**src/rtl/wash_phase_timer.sv**
```systemverilog
// Purpose: per-phase countdown timer for a washing-machine controller; raises the done flag of the active timed phase.
// Latency: all outputs registered; a phase change is reflected one clk edge after state_code changes.
// Backpressure: none; state_code is sampled every clk, so the controller simply moves on when it sees a done flag.
//
// Ports:
//   clk         - system clock (sole clock)
//   reset       - asynchronous active-high reset
//   state_code  - controller state: 001 idle, 011 fill, 111 rinse, 110 drain, 100 spin, 000 alarm
//   wash        - rinse time elapsed  (only while state_code = 111)
//   water       - drain time elapsed  (only while state_code = 110)
//   dewater     - spin time elapsed   (only while state_code = 100)
//   alarm       - alarm time elapsed  (only while state_code = 000)
//   remain_sec  - whole seconds left in the current timed phase
//   tick        - one-clk pulse at each 1 s boundary of a running timed phase
module wash_phase_timer #(
    parameter int TICK_DIV  = 50000000,
    parameter int T_WASH    = 20,
    parameter int T_WATER   = 10,
    parameter int T_DEWATER = 15,
    parameter int T_ALARM   = 5
) (
    input  logic       clk,
    input  logic       reset,
    input  logic [2:0] state_code,
    output logic       wash,
    output logic       water,
    output logic       dewater,
    output logic       alarm,
    output logic [7:0] remain_sec,
    output logic       tick
);

    // Prescaler wide enough to hold TICK_DIV-1 (TICK_DIV >= 2 keeps this >= 1).
    localparam int PW = $clog2(TICK_DIV);
    localparam logic [PW-1:0] PRE_LAST = PW'(TICK_DIV - 1);

    typedef enum logic [2:0] {
        CODE_ALARM = 3'b000,
        CODE_IDLE  = 3'b001,
        CODE_FILL  = 3'b011,
        CODE_SPIN  = 3'b100,
        CODE_DRAIN = 3'b110,
        CODE_RINSE = 3'b111
    } code_e;

    // Bit positions of the done flags inside done_q.
    localparam int DN_WASH    = 0;
    localparam int DN_WATER   = 1;
    localparam int DN_DEWATER = 2;
    localparam int DN_ALARM   = 3;

    logic [2:0]    prev_code;
    logic [PW-1:0] prescaler;
    logic [3:0]    done_q;

    // Decode of the code currently applied.
    logic       cur_timed;
    logic [7:0] cur_dur;
    logic [3:0] cur_sel;

    always_comb begin
        cur_timed = 1'b0;
        cur_dur   = 8'd0;
        cur_sel   = 4'b0000;
        case (state_code)
            CODE_RINSE: begin
                cur_timed        = 1'b1;
                cur_dur          = 8'(T_WASH);
                cur_sel[DN_WASH] = 1'b1;
            end
            CODE_DRAIN: begin
                cur_timed         = 1'b1;
                cur_dur           = 8'(T_WATER);
                cur_sel[DN_WATER] = 1'b1;
            end
            CODE_SPIN: begin
                cur_timed           = 1'b1;
                cur_dur             = 8'(T_DEWATER);
                cur_sel[DN_DEWATER] = 1'b1;
            end
            CODE_ALARM: begin
                cur_timed         = 1'b1;
                cur_dur           = 8'(T_ALARM);
                cur_sel[DN_ALARM] = 1'b1;
            end
            default: begin
                // idle, fill and the unused codes 010/101 are untimed
            end
        endcase
    end

    logic phase_change;
    logic phase_done;
    logic pre_wrap;

    assign phase_change = (state_code != prev_code);
    assign phase_done   = |done_q;
    assign pre_wrap     = (prescaler == PRE_LAST);

    // Priority: untimed clears everything, then a phase change reloads
    // (beating any coincident wrap), then a finished phase freezes, then
    // the countdown proper.
    always_ff @(posedge clk or posedge reset) begin
        if (reset) begin
            prev_code  <= CODE_IDLE;
            prescaler  <= '0;
            remain_sec <= 8'd0;
            tick       <= 1'b0;
            done_q     <= 4'b0000;
        end else begin
            prev_code <= state_code;
            tick      <= 1'b0;
            if (!cur_timed) begin
                prescaler  <= '0;
                remain_sec <= 8'd0;
                done_q     <= 4'b0000;
            end else if (phase_change) begin
                prescaler  <= '0;
                remain_sec <= cur_dur;
                done_q     <= 4'b0000;
            end else if (phase_done) begin
                // Finished: hold done, remain_sec stays 0, prescaler stopped.
                prescaler <= prescaler;
            end else if (remain_sec == 8'd0) begin
                // Only reachable right after loading a zero duration.
                done_q <= cur_sel;
            end else if (pre_wrap) begin
                prescaler  <= '0;
                tick       <= 1'b1;
                remain_sec <= remain_sec - 8'd1;
                if (remain_sec == 8'd1) begin
                    done_q <= cur_sel;
                end
            end else begin
                prescaler <= prescaler + PW'(1);
            end
        end
    end

    assign wash    = done_q[DN_WASH];
    assign water   = done_q[DN_WATER];
    assign dewater = done_q[DN_DEWATER];
    assign alarm   = done_q[DN_ALARM];

endmodule

```
**config.mk**
```make
export PLATFORM = sky130hd
export DESIGN_NAME = wash_phase_timer
export DESIGN_NICKNAME = d
export VERILOG_FILES = /design/src/rtl/wash_phase_timer.sv
export SDC_FILE = /design/constraint.sdc
export NUM_CORES = 1
export LEC_CHECK = 0
export ABC_AREA = 1
export CELL_PAD_IN_SITES_DETAIL_PLACEMENT = 0
export CELL_PAD_IN_SITES_GLOBAL_PLACEMENT = 1
export CORE_AREA = 2 2 87 89
export DETAILED_ROUTE_END_ITERATION = 6
export DIE_AREA = 0 0 89 91
export PLACE_DENSITY = 0.81
export REMOVE_ABC_BUFFERS = 1
export SLEW_MARGIN = 20
export SYNTH_ARGS = -nofsm -noshare
export SYNTH_HDL_FRONTEND = slang
export SYNTH_SLANG_ARGS = --single-unit
```
**constraint.sdc**
```tcl
create_clock -name clk -period 1.8 [get_ports clk]
set_input_delay 0.36 -clock clk [delete_from_list [all_inputs] [get_ports clk]]
set_output_delay 0.36 -clock clk [all_outputs]
set_load 0.05 [all_outputs]
```
==> flow_summary.json, run 1 <==
{
  "finalCritPeriodShare": 0.914,
  "die_h_um": 91,
  "skew_ns": 0.00866,
  "synth_cell_types": 27,
  "period_minus_slack_ns": 1.65,
  "seqPwrFrac": 0.491,
  "max_cap_viol_count": 0,
  "drt_iter0_drc": 144,
  "firstDrtPassIters": 4,
  "drt-vias-per-instance": 4.72,
  "detail-route-antenna-nets": 0,
  "comb_power_share": 0.176,
  "synth.top_cell.area_share": 0.369,
  "setup-tns-final_ns": 0,
  "cts-root-buf": "clkbuf_8",
  "required_ns": 2.00,
  "dp_hpwl_um": 5150,
  "path_max_fanout": 20,
  "grt_usage": 0.193,
  "fmax_mhz": 608,
  "grt_max_degree": 43,
  "fp-row-count": 31,
  "clk_path_buf_depth": 2,
  "gp_congestion": 0.823,
  "htree_levels": 2,
  "clk_latency_ns": 0.30,
  "p_int_uw": 1400,
  "wire_per_inst_um": 12.4,
  "grt_pass1_wl_um": 12400,
  "power.density_nw_per_um2": 576,
  "die-area_um2": 8100,
  "hold_viol": 0,
  "synthCells": 418,
  "hold-worst-slack_ns": 0.269,
  "die_x_um": 89,
  "final_util": 0.484,
  "synthTopCellsByArea": "dfrtp_1 37%, nand2_1 19%, nor2_1 10%, inv_1 6.5%, nand3_1 6.1%",
  "yosys_warnings": 0,
  "core_um2": 7140,
  "report.final.slew_viol_count": 0,
  "synth-seq-cells": 42,
  "setup_viol": 0,
  "worstMarginPinSlew_ns": 0.339,
  "cts_tree": "yes",
  "p_leak_uw": 0.00167,
  "ios": 18,
  "drive_gt1_frac": 0.181,
  "cts_made_buffers": 5,
  "ctsHoldBuffers": 0,
  "synth_area_per_cell_um2": 6.66,
  "clkSlewWorstSetupHoldPaths_ns": 0.08,
  "initial_core_util": 0.390,
  "final_nets": 477,
  "routed_wl_um": 7040,
  "clock_power_share": 0.333,
  "io_buffers": 17,
  "gr-total-overflow": 0,
  "worstSetupStartpointType": "flip-flop",
  "cts_num_sinks": 42,
  "ys_seq_area_frac": 0.378,
  "synthToLayoutAreaGrowth_pct": 24.2,
  "synth_top_area_cell": "dfrtp_1",
  "sw_frac_of_total": 0.295,
  "vias": 2680,
  "grt_pass1_vias": 2682,
  "diodes": 0,
  "grt_antenna_before_repair": 0,
  "vdd_drop_max_v": 0.000239,
  "path_class": "flip-flop to flip-flop",
  "min_path_type": "primary input to flip-flop",
  "drc": 0,
  "design_area_um2": 3460,
  "power_switching_uw": 588,
  "syn-cell-area_um2": 2780,
  "critPathArrivalTime_ns": 1.85,
  "status": "finished clean",
  "final_cells": 568,
  "placed_cell_area_um2": 3280,
  "placed_cells": 558,
  "critPathCaptureType": "flip-flop",
  "slew_headroom": 0.771
}
-- worst max-delay path: stages, from the launching register on --
cell and delay [ns]:
dfrtp_1 0.46, nor2_1 0.14, nand2_2 0.11, o21ai_4 0.24
nand3_4 0.17, buf_12 0.20, nand2_1 0.08, nand2_1 0.05
nand2_1 0.06, nor2_1 0.03
-- synthesized netlist by cell type, drive strengths merged --
cell type	instances
buf	6
nand2	144
dfstp	1
xnor2	3
nand4	9
inv	51
dfrtp	41
a21oi	6
nor3	9
ha	4
o21ai	16
nand3b	2
clkbuf	1
nand3	35
nor2	80
and2	1
xor2	9
-- cells by family after synthesis --
kind of cell | Yosys count | synth area share
AND/OR/NAND/NOR | 280 | 0.430
buffers and inverters | 58 | 0.0876
flip-flops | 42 | 0.378
AO/OA/AOI/OAI | 22 | 0.0490
XOR/XNOR | 12 | 0.0378
adder cells (fa/ha/maj) | 4 | 0.0180
-- registers in the layout, summed over array words and instances, names as in the netlist --
register and flops:
done_q 4, prescaler 26, prev_code 3, remain_sec 8, tick 1
-- layout by cell type, fill, tap and decap left out --
master | synthesis | layout
buf_4 | 0 | 42
clkbuf_1 | 1 | 1
a21oi_1 | 6 | 6
clkdlybuf4s50_1 | 0 | 1
dfstp_2 | 1 | 1
o21ai_1 | 1 | 1
xor2_1 | 9 | 9
nor2_1 | 75 | 67
inv_1 | 48 | 46
xnor2_1 | 3 | 3
nand4_1 | 9 | 9
buf_12 | 0 | 4
ha_4 | 0 | 1
inv_2 | 3 | 4
dlymetal6s2s_1 | 0 | 3
o21ai_0 | 10 | 10
nand3_4 | 1 | 2
clkinv_1 | 0 | 1
nand2_1 | 141 | 138
nand3_1 | 34 | 33
dfrtp_1 | 41 | 41
o21ai_2 | 4 | 4
nand2_2 | 1 | 4
nor3_1 | 9 | 9
nand3b_1 | 2 | 2
clkinv_2 | 0 | 1
nor2_2 | 2 | 7
nand2_4 | 2 | 2
and2_1 | 1 | 1
ha_1 | 4 | 3
nor2_4 | 3 | 6
clkbuf_8 | 0 | 6
o21ai_4 | 1 | 1
-- repair_timing --
item	CTS	global route
endpoints found under the setup margin	0	32
buffers inserted	0	2
gates resized for setup	0	22
-- final timing paths --
kind,start,end,slack [ns],depth (start not counted)
setup / recovery,remain_sec[4]$_DFFE_PP0P_,prescaler[3]$_DFFE_PP0P_,0.15,9
min in group asynchronous,reset,prev_code[2]$_DFF_PP0_,0.39,3
setup reg to reg,remain_sec[4]$_DFFE_PP0P_,prescaler[3]$_DFFE_PP0P_,0.15,9
max in group asynchronous,reset,prev_code[0]$_DFF_PP1_,1.15,3
hold reg to reg,done_q[1]$_DFFE_PP0P_,done_q[1]$_DFFE_PP0P_,0.50,2
hold / removal,state_code[0],prev_code[0]$_DFF_PP1_,0.27,1
-- cell type report --
cell class                      count  area (µm²)
Multi-Input combinational cell    318        1560
Clock buffer                        7        86.3
Timing Repair Buffer               50         443
Tap cell                           99         124
Sequential cell                    42        1050
Inverter                           51         191
Clock inverter                      1        5.00
Fill cell                         734        3680
-- stage by stage --
| stage | setup slack, ns | total power (µW) |
|---|---|---|
| global route | -0.00526 | 2090 |
| finish | 0.154 | 1990 |
| CTS | 0.0169 | 2010 |
| detailed placement | -0.250 | 1340 |
| floorplan | -0.235 | 1210 |
| global placement | -0.230 | 1340 |
-- layer usage --
| layer | global-route usage | up-vias | share of wire |
|---|---|---|---|
| met4 | 0.0485 | 0 | 0.011 |
| met1 | 0.258 | 1225 | 0.48 |
| met2 | 0.319 | 48 | 0.47 |
| met5 | 0 | - | 0 |
| met3 | 0.0373 | 7 | 0.033 |
| li1 | - | 1400 | - |
-- power by group through the flow --
stage / clock network, µW / logic, µW / registers (µW)
finish: 663 / 350 / 978
CTS: 687 / 350 / 977
detailed placement: 0 / 348 / 996
global placement: 0 / 346 / 995
floorplan: 0 / 168 / 1040
global route: 720 / 386 / 981
Power figures use the tool's default switching activity.
==> inputs of run 2 (changes only) <==
--- a/config.mk
+++ b/config.mk
@@ -11,6 +11,7 @@
 export CORE_AREA = 2 2 87 89
 export DETAILED_ROUTE_END_ITERATION = 6
 export DIE_AREA = 0 0 89 91
+export MAX_ROUTING_LAYER = met4
 export PLACE_DENSITY = 0.81
 export REMOVE_ABC_BUFFERS = 1
 export SLEW_MARGIN = 20
==> run 2 against run 1 <==
Effect of this change: first-iteration DRC count is the same; wire length grew 0.72%; cell count is the same; sequential share of layout area is the same; sequential cell count is the same; sequential power is essentially flat; non-clock buffer count is the same; design area is the same; global-route usage grew 0.54 points; fmax shrank 0.27%; largest power group unchanged; highest routed layer unchanged.
==> flow_summary.json, run 2 (synthesized netlist as in run 1, its figures left out) <==
{
  "worstMarginPinSlew_ns": 0.339,
  "worstSetupStartpointType": "flip-flop",
  "htree_levels": 2,
  "min_to": "prev_code[0]$_DFF_PP1_",
  "grt_usage": 0.199,
  "firstDrtPassIters": 4,
  "design_area_um2": 3460,
  "p_leak_uw": 0.00167,
  "core_um2": 7140,
  "vias": 2662,
  "worstReg2RegEnd": "prescaler[3]$_DFFE_PP0P_",
  "drt_iter0_drc": 144,
  "cts_made_buffers": 5,
  "placed_cells": 558,
  "die-area_um2": 8100,
  "final_common_cell": "nand2_1",
  "cts-root-buf": "clkbuf_8",
  "fp-row-count": 31,
  "cts_num_sinks": 42,
  "power.density_nw_per_um2": 576,
  "diodes": 0,
  "min_path_cells": 1,
  "io_buffers": 17,
  "cts_tree": "yes",
  "placed_cell_area_um2": 3280,
  "dp_hpwl_um": 5150,
  "wl_met2_um": 3380,
  "path_max_fanout": 20,
  "wl_met3_um": 229,
  "vdd_drop_max_v": 0.000240,
  "initial_core_util": 0.390,
  "n_fill_cell": 734,
  "clk_path_buf_depth": 2,
  "max_cap_viol_count": 0,
  "crit_start": "remain_sec[4]$_DFFE_PP0P_",
  "slew_headroom": 0.772,
  "top_regs": "prescaler (26), remain_sec (8), done_q (4)",
  "grt_pass1_wl_um": 12400,
  "timing.rr.start": "remain_sec[4]$_DFFE_PP0P_",
  "clkSlewWorstSetupHoldPaths_ns": 0.08,
  "die_x_um": 89,
  "fmax_mhz": 606,
  "drt-vias-per-instance": 4.69,
  "drc": 0,
  "ios": 18,
  "skew_ns": 0.00825,
  "worst-r2r-cell-count": 9,
  "final_cells": 568,
  "grt_antenna_before_repair": 0,
  "required_ns": 2.00,
  "wire_per_inst_um": 12.5,
  "largest_reg_flops": 26,
  "grt_pass1_vias": 2677,
  "routed_wl_um": 7090,
  "min_path_type": "primary input to flip-flop",
  "final_nets": 477,
  "critPathCaptureType": "flip-flop",
  "gr-total-overflow": 0,
  "clk_latency_ns": 0.31,
  "die_h_um": 91,
  "wl_met1_um": 3430,
  "synthToLayoutAreaGrowth_pct": 24.2,
  "final_cell_mix": "138 x nand2_1, 67 x nor2_1, 46 x inv_1",
  "regToRegSetupSlack_ns": 0.15,
  "top_layer_used": "met4",
  "grt_max_degree": 43,
  "drive_gt1_frac": 0.181,
  "status": "finished clean",
  "hp-start": "state_code[0]",
  "report.final.slew_viol_count": 0,
  "path_class": "flip-flop to flip-flop",
  "regMostFlops": "prescaler",
  "setup_viol": 0,
  "hold_viol": 0,
  "period_minus_slack_ns": 1.65,
  "finalCritPeriodShare": 0.917,
  "detail-route-antenna-nets": 0,
  "gp_congestion": 0.835,
  "critPathArrivalTime_ns": 1.85
}
## run 2: cell counts in the layout (fill, tap and decap cells not counted)
Identical to the previous run, type by type.
## run 2: layout make-up
cell class / instances / area, µm² / share of cell area
Clock buffer: 7 / 86.3 / 0.0250
Clock inverter: 1 / 5.00 / 0.00145
Inverter: 51 / 191 / 0.0554
Multi-Input combinational cell: 318 / 1560 / 0.450
Sequential cell: 42 / 1050 / 0.304
Tap cell: 99 / 124 / 0.0358
Timing Repair Buffer: 50 / 443 / 0.128
## run 2: worst max path at each step
| stage | end | slack [ns] |
|---|---|---|
| after global placement | remain_sec[0]$_DFFE_PP0P_ | -0.23 |
| after global routing | remain_sec[3]$_DFFE_PP0P_ | -0.005 |
| after CTS | done_q[3]$_DFFE_PP0P_ | 0.02 |
| final | prescaler[3]$_DFFE_PP0P_ | 0.15 |
| after floorplan | remain_sec[6]$_DFFE_PP0P_ | -0.24 |
| after detailed placement | remain_sec[0]$_DFFE_PP0P_ | -0.25 |
## run 2: report_power, final
| group | switching (µW) | internal (µW) | leakage [µW] |
|---|---|---|---|
| clock | 355 | 310 | 0.0000482 |
| sequential | 17.7 | 960 | 0.000574 |
| combinational | 218 | 132 | 0.00104 |
## run 2: worst max-delay path, cell delays in order, from the launching register on
cell     delay (ns)
dfrtp_1        0.46
nor2_1         0.14
nand2_2        0.11
o21ai_4        0.24
nand3_4        0.17
buf_12         0.20
nand2_1        0.08
nand2_1        0.05
nand2_1        0.06
nor2_1         0.03
## run 2: metal layers
layer,vias up,GRT usage
met4,0,0.0485
met1,1221,0.261
met3,4,0.0373
li1,1399,-
met2,38,0.317
met5,-,-
## run 2: per-stage QoR
| step | hold WS [ns] | util | setup slack, ns | setup TNS, ns | power [µW] |
|---|---|---|---|---|---|
| 6_report | 0.269 | 0.484 | 0.150 | 0 | 1990 |
| 3_3_place_gp | 0.484 | 0.459 | -0.230 | -5.45 | 1340 |
| 4_1_cts | 0.399 | 0.472 | 0.0169 | 0 | 2010 |
| 3_5_place_dp | 0.487 | 0.459 | -0.250 | -6.52 | 1340 |
| 5_1_grt | 0.272 | 0.484 | -0.00526 | -0.00526 | 2090 |
| 2_1_floorplan | 0.364 | - | -0.235 | -5.97 | 1210 |
## run 2: repair_timing
item,4_1_cts,5_1_grt
setup endpoints to repair,0,32
setup buffers,0,2
hold buffers,0,0
resized for setup,0,22
==> inputs of run 3 (changes only) <==
--- a/config.mk
+++ b/config.mk
@@ -9,6 +9,7 @@
 export CELL_PAD_IN_SITES_DETAIL_PLACEMENT = 0
 export CELL_PAD_IN_SITES_GLOBAL_PLACEMENT = 1
 export CORE_AREA = 2 2 87 89
+export CTS_CLUSTER_SIZE = 40
 export DETAILED_ROUTE_END_ITERATION = 6
 export DIE_AREA = 0 0 89 91
 export MAX_ROUTING_LAYER = met4
==> results of run 3 <==
Final layout, timing and power as in run 2 (identical DEF).
